===== src/rtl/dcache_2way.sv =====
// dcache_2way: 2-way set-associative write-back, write-allocate data cache with LRU replacement.
// Define DCACHE_STATS_EN to add the hit_cnt/miss_cnt statistics outputs.
module dcache_2way #(
  parameter int DATA_WIDTH = 32,
  parameter int ADDR_WIDTH = 32,
  parameter int SETS       = 4,
  parameter int LINE_WORDS = 4
) (
  input  logic                  clk,
  input  logic                  rst,
  input  logic                  cpu_re,
  input  logic                  cpu_we,
  input  logic [ADDR_WIDTH-1:0] cpu_addr,
  input  logic [DATA_WIDTH-1:0] cpu_wdata,
  output logic [DATA_WIDTH-1:0] cpu_rdata,
  output logic                  stall,
  output logic                  mem_req,
  output logic                  mem_we,
  output logic [ADDR_WIDTH-1:0] mem_addr,
  output logic [DATA_WIDTH-1:0] mem_wdata,
  input  logic [DATA_WIDTH-1:0] mem_rdata,
  input  logic                  mem_ready
`ifdef DCACHE_STATS_EN
  ,
  output logic [31:0]           hit_cnt,
  output logic [31:0]           miss_cnt
`endif
);
  localparam int WOFF = $clog2(LINE_WORDS);
  localparam int IDX  = $clog2(SETS);
  localparam int TAGW = ADDR_WIDTH - 2 - WOFF - IDX;
  typedef enum logic [1:0] {IDLE, WRITEBACK, REFILL} state_t;
  state_t                state_q, state_d;
  logic [WOFF-1:0]       beat_q, beat_d;
  logic                  victim_q, victim_d;
  logic [SETS-1:0][1:0]  valid_q, dirty_q;
  logic [SETS-1:0]       lru_q;
  logic [TAGW-1:0]       tag_q [SETS][2];
  logic [DATA_WIDTH-1:0] data_q [SETS][2][LINE_WORDS];
  logic [WOFF-1:0]       woff;
  logic [IDX-1:0]        idx;
  logic [TAGW-1:0]       tag;
  logic hit0, hit1, hit, hway, req, miss, lookup, vsel, last, fill, fill_done, unused_ok;
  assign woff      = cpu_addr[2 +: WOFF];
  assign idx       = cpu_addr[2+WOFF +: IDX];
  assign tag       = cpu_addr[ADDR_WIDTH-1 -: TAGW];
  assign unused_ok = ^cpu_addr[1:0];
  assign hit0      = valid_q[idx][0] && tag_q[idx][0] == tag;
  assign hit1      = valid_q[idx][1] && tag_q[idx][1] == tag;
  assign hit       = hit0 | hit1;
  assign hway      = ~hit0;
  assign req       = cpu_re | cpu_we;
  assign miss      = state_q == IDLE && req && !hit;
  // Covers both first-time hits and the replay after a refill
  assign lookup    = state_q == IDLE && req && hit;
  assign vsel      = !valid_q[idx][0] ? 1'b0 : !valid_q[idx][1] ? 1'b1 : lru_q[idx];
  assign last      = beat_q == WOFF'(LINE_WORDS - 1);
  assign fill      = state_q == REFILL && mem_ready;
  assign fill_done = fill && last;
  assign cpu_rdata = data_q[idx][hway][woff];
  assign mem_req   = state_q != IDLE;
  assign mem_we    = state_q == WRITEBACK;
  assign mem_addr  = {mem_we ? tag_q[idx][victim_q] : tag, idx, beat_q, 2'b00};
  assign mem_wdata = data_q[idx][victim_q][beat_q];
  // Held low during reset even though the CPU may still present a request
  assign stall     = rst && (state_q != IDLE || (req && !hit));
  always_comb begin
    state_d  = state_q;
    beat_d   = beat_q;
    victim_d = victim_q;
    if (miss) begin
      victim_d = vsel;
      state_d  = valid_q[idx][vsel] && dirty_q[idx][vsel] ? WRITEBACK : REFILL;
    end else if (mem_req && mem_ready) begin
      beat_d  = beat_q + WOFF'(1);
      state_d = !last ? state_q : state_q == WRITEBACK ? REFILL : IDLE;
    end
  end
  always_ff @(posedge clk or negedge rst) begin
    if (!rst) begin
      state_q  <= IDLE;
      beat_q   <= '0;
      victim_q <= 1'b0;
      valid_q  <= '0;
      dirty_q  <= '0;
      lru_q    <= '0;
    end else begin
      state_q  <= state_d;
      beat_q   <= beat_d;
      victim_q <= victim_d;
      if (lookup) lru_q[idx] <= ~hway;
      if (lookup && cpu_we) dirty_q[idx][hway] <= 1'b1;
      if (fill_done) begin
        valid_q[idx][victim_q] <= 1'b1;
        dirty_q[idx][victim_q] <= 1'b0;
      end
    end
  end
  always_ff @(posedge clk) begin
    if (lookup && cpu_we) data_q[idx][hway][woff] <= cpu_wdata;
    if (fill) data_q[idx][victim_q][beat_q] <= mem_rdata;
    if (fill_done) tag_q[idx][victim_q] <= tag;
  end
`ifdef DCACHE_STATS_EN
  logic replay_q;
  always_ff @(posedge clk or negedge rst) begin
    if (!rst) begin
      hit_cnt  <= '0;
      miss_cnt <= '0;
      replay_q <= 1'b0;
    end else begin
      replay_q <= fill_done;
      if (lookup && !replay_q) hit_cnt <= hit_cnt + 32'd1;
      if (miss) miss_cnt <= miss_cnt + 32'd1;
    end
  end
`endif
endmodule


===== config.mk =====
export PLATFORM = sky130hd
export DESIGN_NAME = dcache_2way
export DESIGN_NICKNAME = d
export VERILOG_FILES = /design/src/rtl/dcache_2way.sv
export SDC_FILE = /design/constraint.sdc
export NUM_CORES = 2
export LEC_CHECK = 0
export ABC_AREA = 0
export BUFFER_PORTS_ARGS = -buffer_cell sky130_fd_sc_hd__clkbuf_2
export CAP_MARGIN = 15
export CORE_UTILIZATION = 60
export CTS_BUF_LIST = sky130_fd_sc_hd__clkbuf_8
export DETAILED_ROUTE_END_ITERATION = 10
export PLACE_DENSITY = 0.88
export RECOVER_POWER = 100
export SYNTH_ARGS = -nofsm -noshare
export SYNTH_HDL_FRONTEND = slang
export SYNTH_SLANG_ARGS = --single-unit

===== constraint.sdc =====
create_clock -name clk -period 11.2 [get_ports clk]
set_input_delay 0.56 -clock clk [delete_from_list [all_inputs] [get_ports clk]]
set_output_delay 0.56 -clock clk [all_outputs]
set_load 0.02 [all_outputs]

==> results.txt <==
----------------------------------------------------
[Worst setup path]
  Data arrival time at the worst-slack endpoint ... ~9.5 ns
  First element of the critical path ... victim_q
  Startpoint kind of the worst setup timing path ... flip-flop
  Worst r2r src ... victim_q
  Nature of the critical path endpoint ... flip-flop
  Startpoint-to-endpoint class of the critical path ... reg -> reg
  Largest fanout of any net on the critical path ... 55
  Required time worst endpoint ... ~12 ns

[Yosys]
  Post-synthesis cell type with the largest combined area ... sky130_fd_sc_hd__edfxtp_1
  Number of flops mapped to enable cells by yosys ... 1,232
  Number of warning messages in the yosys log ... 0
  Number of cells produced by synthesis ... approximately 2,700
  Primary flip-flop cell chosen by synthesis mapping ... sky130_fd_sc_hd__edfxtp_1
  Fraction of post-synthesis cell area in the top cell type by area ... 67.76%
  Synthesized area per cell ... between 20 and 25 µm²
  Post-synth cell types ... 66
  Post-synthesis sequential element count ... 1,257
  Seq/Total Area, Yosys ... a little under 70%
  Biggest area contributors in the synthesized netlist ... sky130_fd_sc_hd__edfxtp_1 (68%), sky130_fd_sc_hd__mux4_2 (17%), sky130_fd_sc_hd__mux2_2 (5.9%)
  Share of async-settable or async-resettable flops after synthesis ... about 2.0%
  Mapped Area ... 54,600 µm²

[Global routing]
  Global-route wire length before repair ... 210,600 µm
  Most utilized layer in the global route result ... met2
  Grt met1 use ... 40.50%
  Vias in the first global route ... 32,040
  Routing usage on met2 ... 50.14%
  Overflow after GRT ... 0
  Initial antenna violation count ... 9
  Met3 Track Usage GR ... 8.892%
  Maximum number of pins on one net before global-route repair ... approximately 120
  Overall global routing resource usage ... between 30% and 40%

[Job]
  Maxcap violations ... 39

[Cells and area]
  Leading cell type in the layout, fill and taps excluded ... sky130_fd_sc_hd__edfxtp_1
  Final non-filler cell area ... between 60,000 and 70,000 µm²
  Fraction of final layout cells with drive strength greater than 1 ... 27.11%
  Most frequent cells in the layout ... sky130_fd_sc_hd__edfxtp_1 (1,232), sky130_fd_sc_hd__mux4_2 (418), sky130_fd_sc_hd__mux2_1 (268)
  Synthesis-to-layout area growth ... 10.31%
  Count of non-filler cells in the finished layout ... 4,343
  Post-layout net count ... 3,117

[Routing]
  Number of design-rule violations left by the first detailed-router iteration ... 4,459
  Number of remaining DRC errors ... 0
  Remaining antenna violation count after routing ... 0
  Routed wire length ... 144,400 µm
  Count of TritonRoute iterations in the first routing pass ... 6
  Average routed wire per standard cell ... roughly 33 µm
  Via count ... about 31,000
  Detailed-route vias per instance ... 7.107

[Pwr]
  Leakage ... approximately 0.02 µW
  VDD IR max ... 184.1 µV
  Cell area power density ... approximately 180 nW/µm²

[Clock network]
  Maximum buffer depth of the clock tree ... 3
  CTS buffer count ... 190
  Clock Pin Slew Worst Setup and Hold Paths ... 0.06 ns
  Clock Tree Root ... sky130_fd_sc_hd__clkbuf_8
  Skew-Pair Late Insertion Delay ... 0.88 ns
  CTS Sinks ... roughly 1,300
  Clock tree from TritonCTS ... yes
  Clock H-tree levels ... 4
  Post-CTS Setup Inserts ... 0

[Floorplan]
  Initial core utilization ... 60.66%
  Die area ... 92,210 µm²
  Core area ... 90,010 µm²
  Die Ht ... 303.7 µm
  # IOs ... 200
  Die W ... 303.7 µm
  Row Count ... 110

[STA]
  Final worst slack ... 2.242 ns
  Max-slew violation count ... 1,064
  Finish-stage setup viols ... 0
  Share of the clock period used by the worst path ... 79.98%
  Maximum clock frequency ... 111.6 MHz
  RSZ-0062 raised after global routing ... no
  Max-Slew Margin vs Limit ... -181.4%
  Largest clock skew in the final design ... 0.04569 ns
  Tightest Pin Transition ... 4.221 ns
  Post-Route Setup TNS ... 0 ns
  Crit path time final ... ~9.0 ns
  Fin Hold WS ... roughly 0.093 ns
  Hold Vio Cnt, Final ... 0

[Run status]
  Status ... complete, but fails checks
  Violations in the final reports ... capacitance limit, slew limit

[Min path]
  Class of the worst hold path ... in -> reg
  Worst hold start ... mem_ready

[Placement]
  Dpl ws ... 4.264 ns
  Area post-placement ... roughly 57,000 µm²
  GPL Wtd Cong ... 0.9043
  DP Wirelength ... 85,280 µm
  Count of buffers from port buffering ... 195
  Placed Instances ... 3,987

----------------------------------------------------
## power breakdown
part	leakage, µW	internal, µW	total (µW)	switching (µW)
clock	0.00196	1690	3460	1770
sequential	0.0114	5440	5550	111
combinational	0.00645	775	2090	1320
## cell type report
cell class | count | area (µm²)
sequential | 1257 | 37620
fill | 5439 | 29780
multi-input combinational | 1278 | 16290
clock buffer | 194 | 2670
tap | 1176 | 1471
timing repair buffer | 270 | 1348
clock inverter | 143 | 747.0
inverter | 15 | 61.31
antenna | 10 | 25.02
## cells in the mapped netlist (all sizes together), types with 9 or more instances
cell type	count
mux2i	80
mux4	420
o21ai	37
inv	15
nand2b	11
dfrtp	25
nand4	19
nand3	14
nand2	176
buf	92
nor2	76
or2	9
a21oi	15
mux2	288
clkbuf	74
xnor2	34
edfxtp	1232
## repair_timing
item,CTS,global route
endpoints found under the hold margin,70,0
hold buffers,7,0
endpoints found under the setup margin,0,0
resized for setup,0,0
## final timing paths
check | depth (start not counted) | end | slack, ns
max in group asynchronous | 2 | beat_q[1] | 9.62
setup / recovery | 7 | data_q[0][116] | 2.24
hold / removal | 3 | state_q[0] | 0.09
min in group asynchronous | 2 | victim_q | 0.60
setup reg to reg | 7 | data_q[0][116] | 2.24
hold reg to reg | 1 | valid_q[4] | 0.47
## through the flow
stage | power (µW) | utilization (%)
after detailed placement | 7707 | 63.43
after global routing | 11390 | 66.90
after global placement | 7603 | 63.43
final | 11100 | 66.91
after floorplan | 6927 | -
after CTS | 11100 | 67.31
## critical path, stage by stage (launching register included)
cell	delay [ns]
sky130_fd_sc_hd__dfrtp_1	2.89
sky130_fd_sc_hd__inv_1	1.14
sky130_fd_sc_hd__nor3_1	0.96
sky130_fd_sc_hd__nand2_2	0.08
sky130_fd_sc_hd__clkbuf_1	1.36
sky130_fd_sc_hd__a21boi_0	0.72
sky130_fd_sc_hd__nor2_4	0.77
sky130_fd_sc_hd__buf_4	0.58
## cell families (layout without fill, tap and decap cells)
| group | count (synthesis) | in the layout | share of synthesized area, % |
|---|---|---|---|
| fa+ha+maj | 4 | 4 | 0.09167 |
| compound gates | 116 | 116 | 1.453 |
| mux | 788 | 788 | 24.74 |
| xor+xnor | 36 | 36 | 0.6050 |
| flops | 1257 | 1257 | 68.90 |
| simple gates | 332 | 332 | 2.677 |
| buf+inv | 181 | 622 | 1.519 |
| other cells | 1 | 12 | 0.006868 |
## state kept, by name (all words and copies together) (netlist names)
register / flops
beat_q: 2
data_q: 1024
dirty_q: 8
lru_q: 4
state_q: 2
tag_q: 208
valid_q: 8
victim_q: 1
## metal layers
| layer | part of all wire (%) | vias to the layer above |
|---|---|---|
| met5 | 0.021 | - |
| li1 | - | 11930 |
| met1 | 32 | 15590 |
| met3 | 14 | 576 |
| met2 | 48 | 2763 |
| met4 | 5.8 | 6 |
Power figures use the tool's default switching activity.
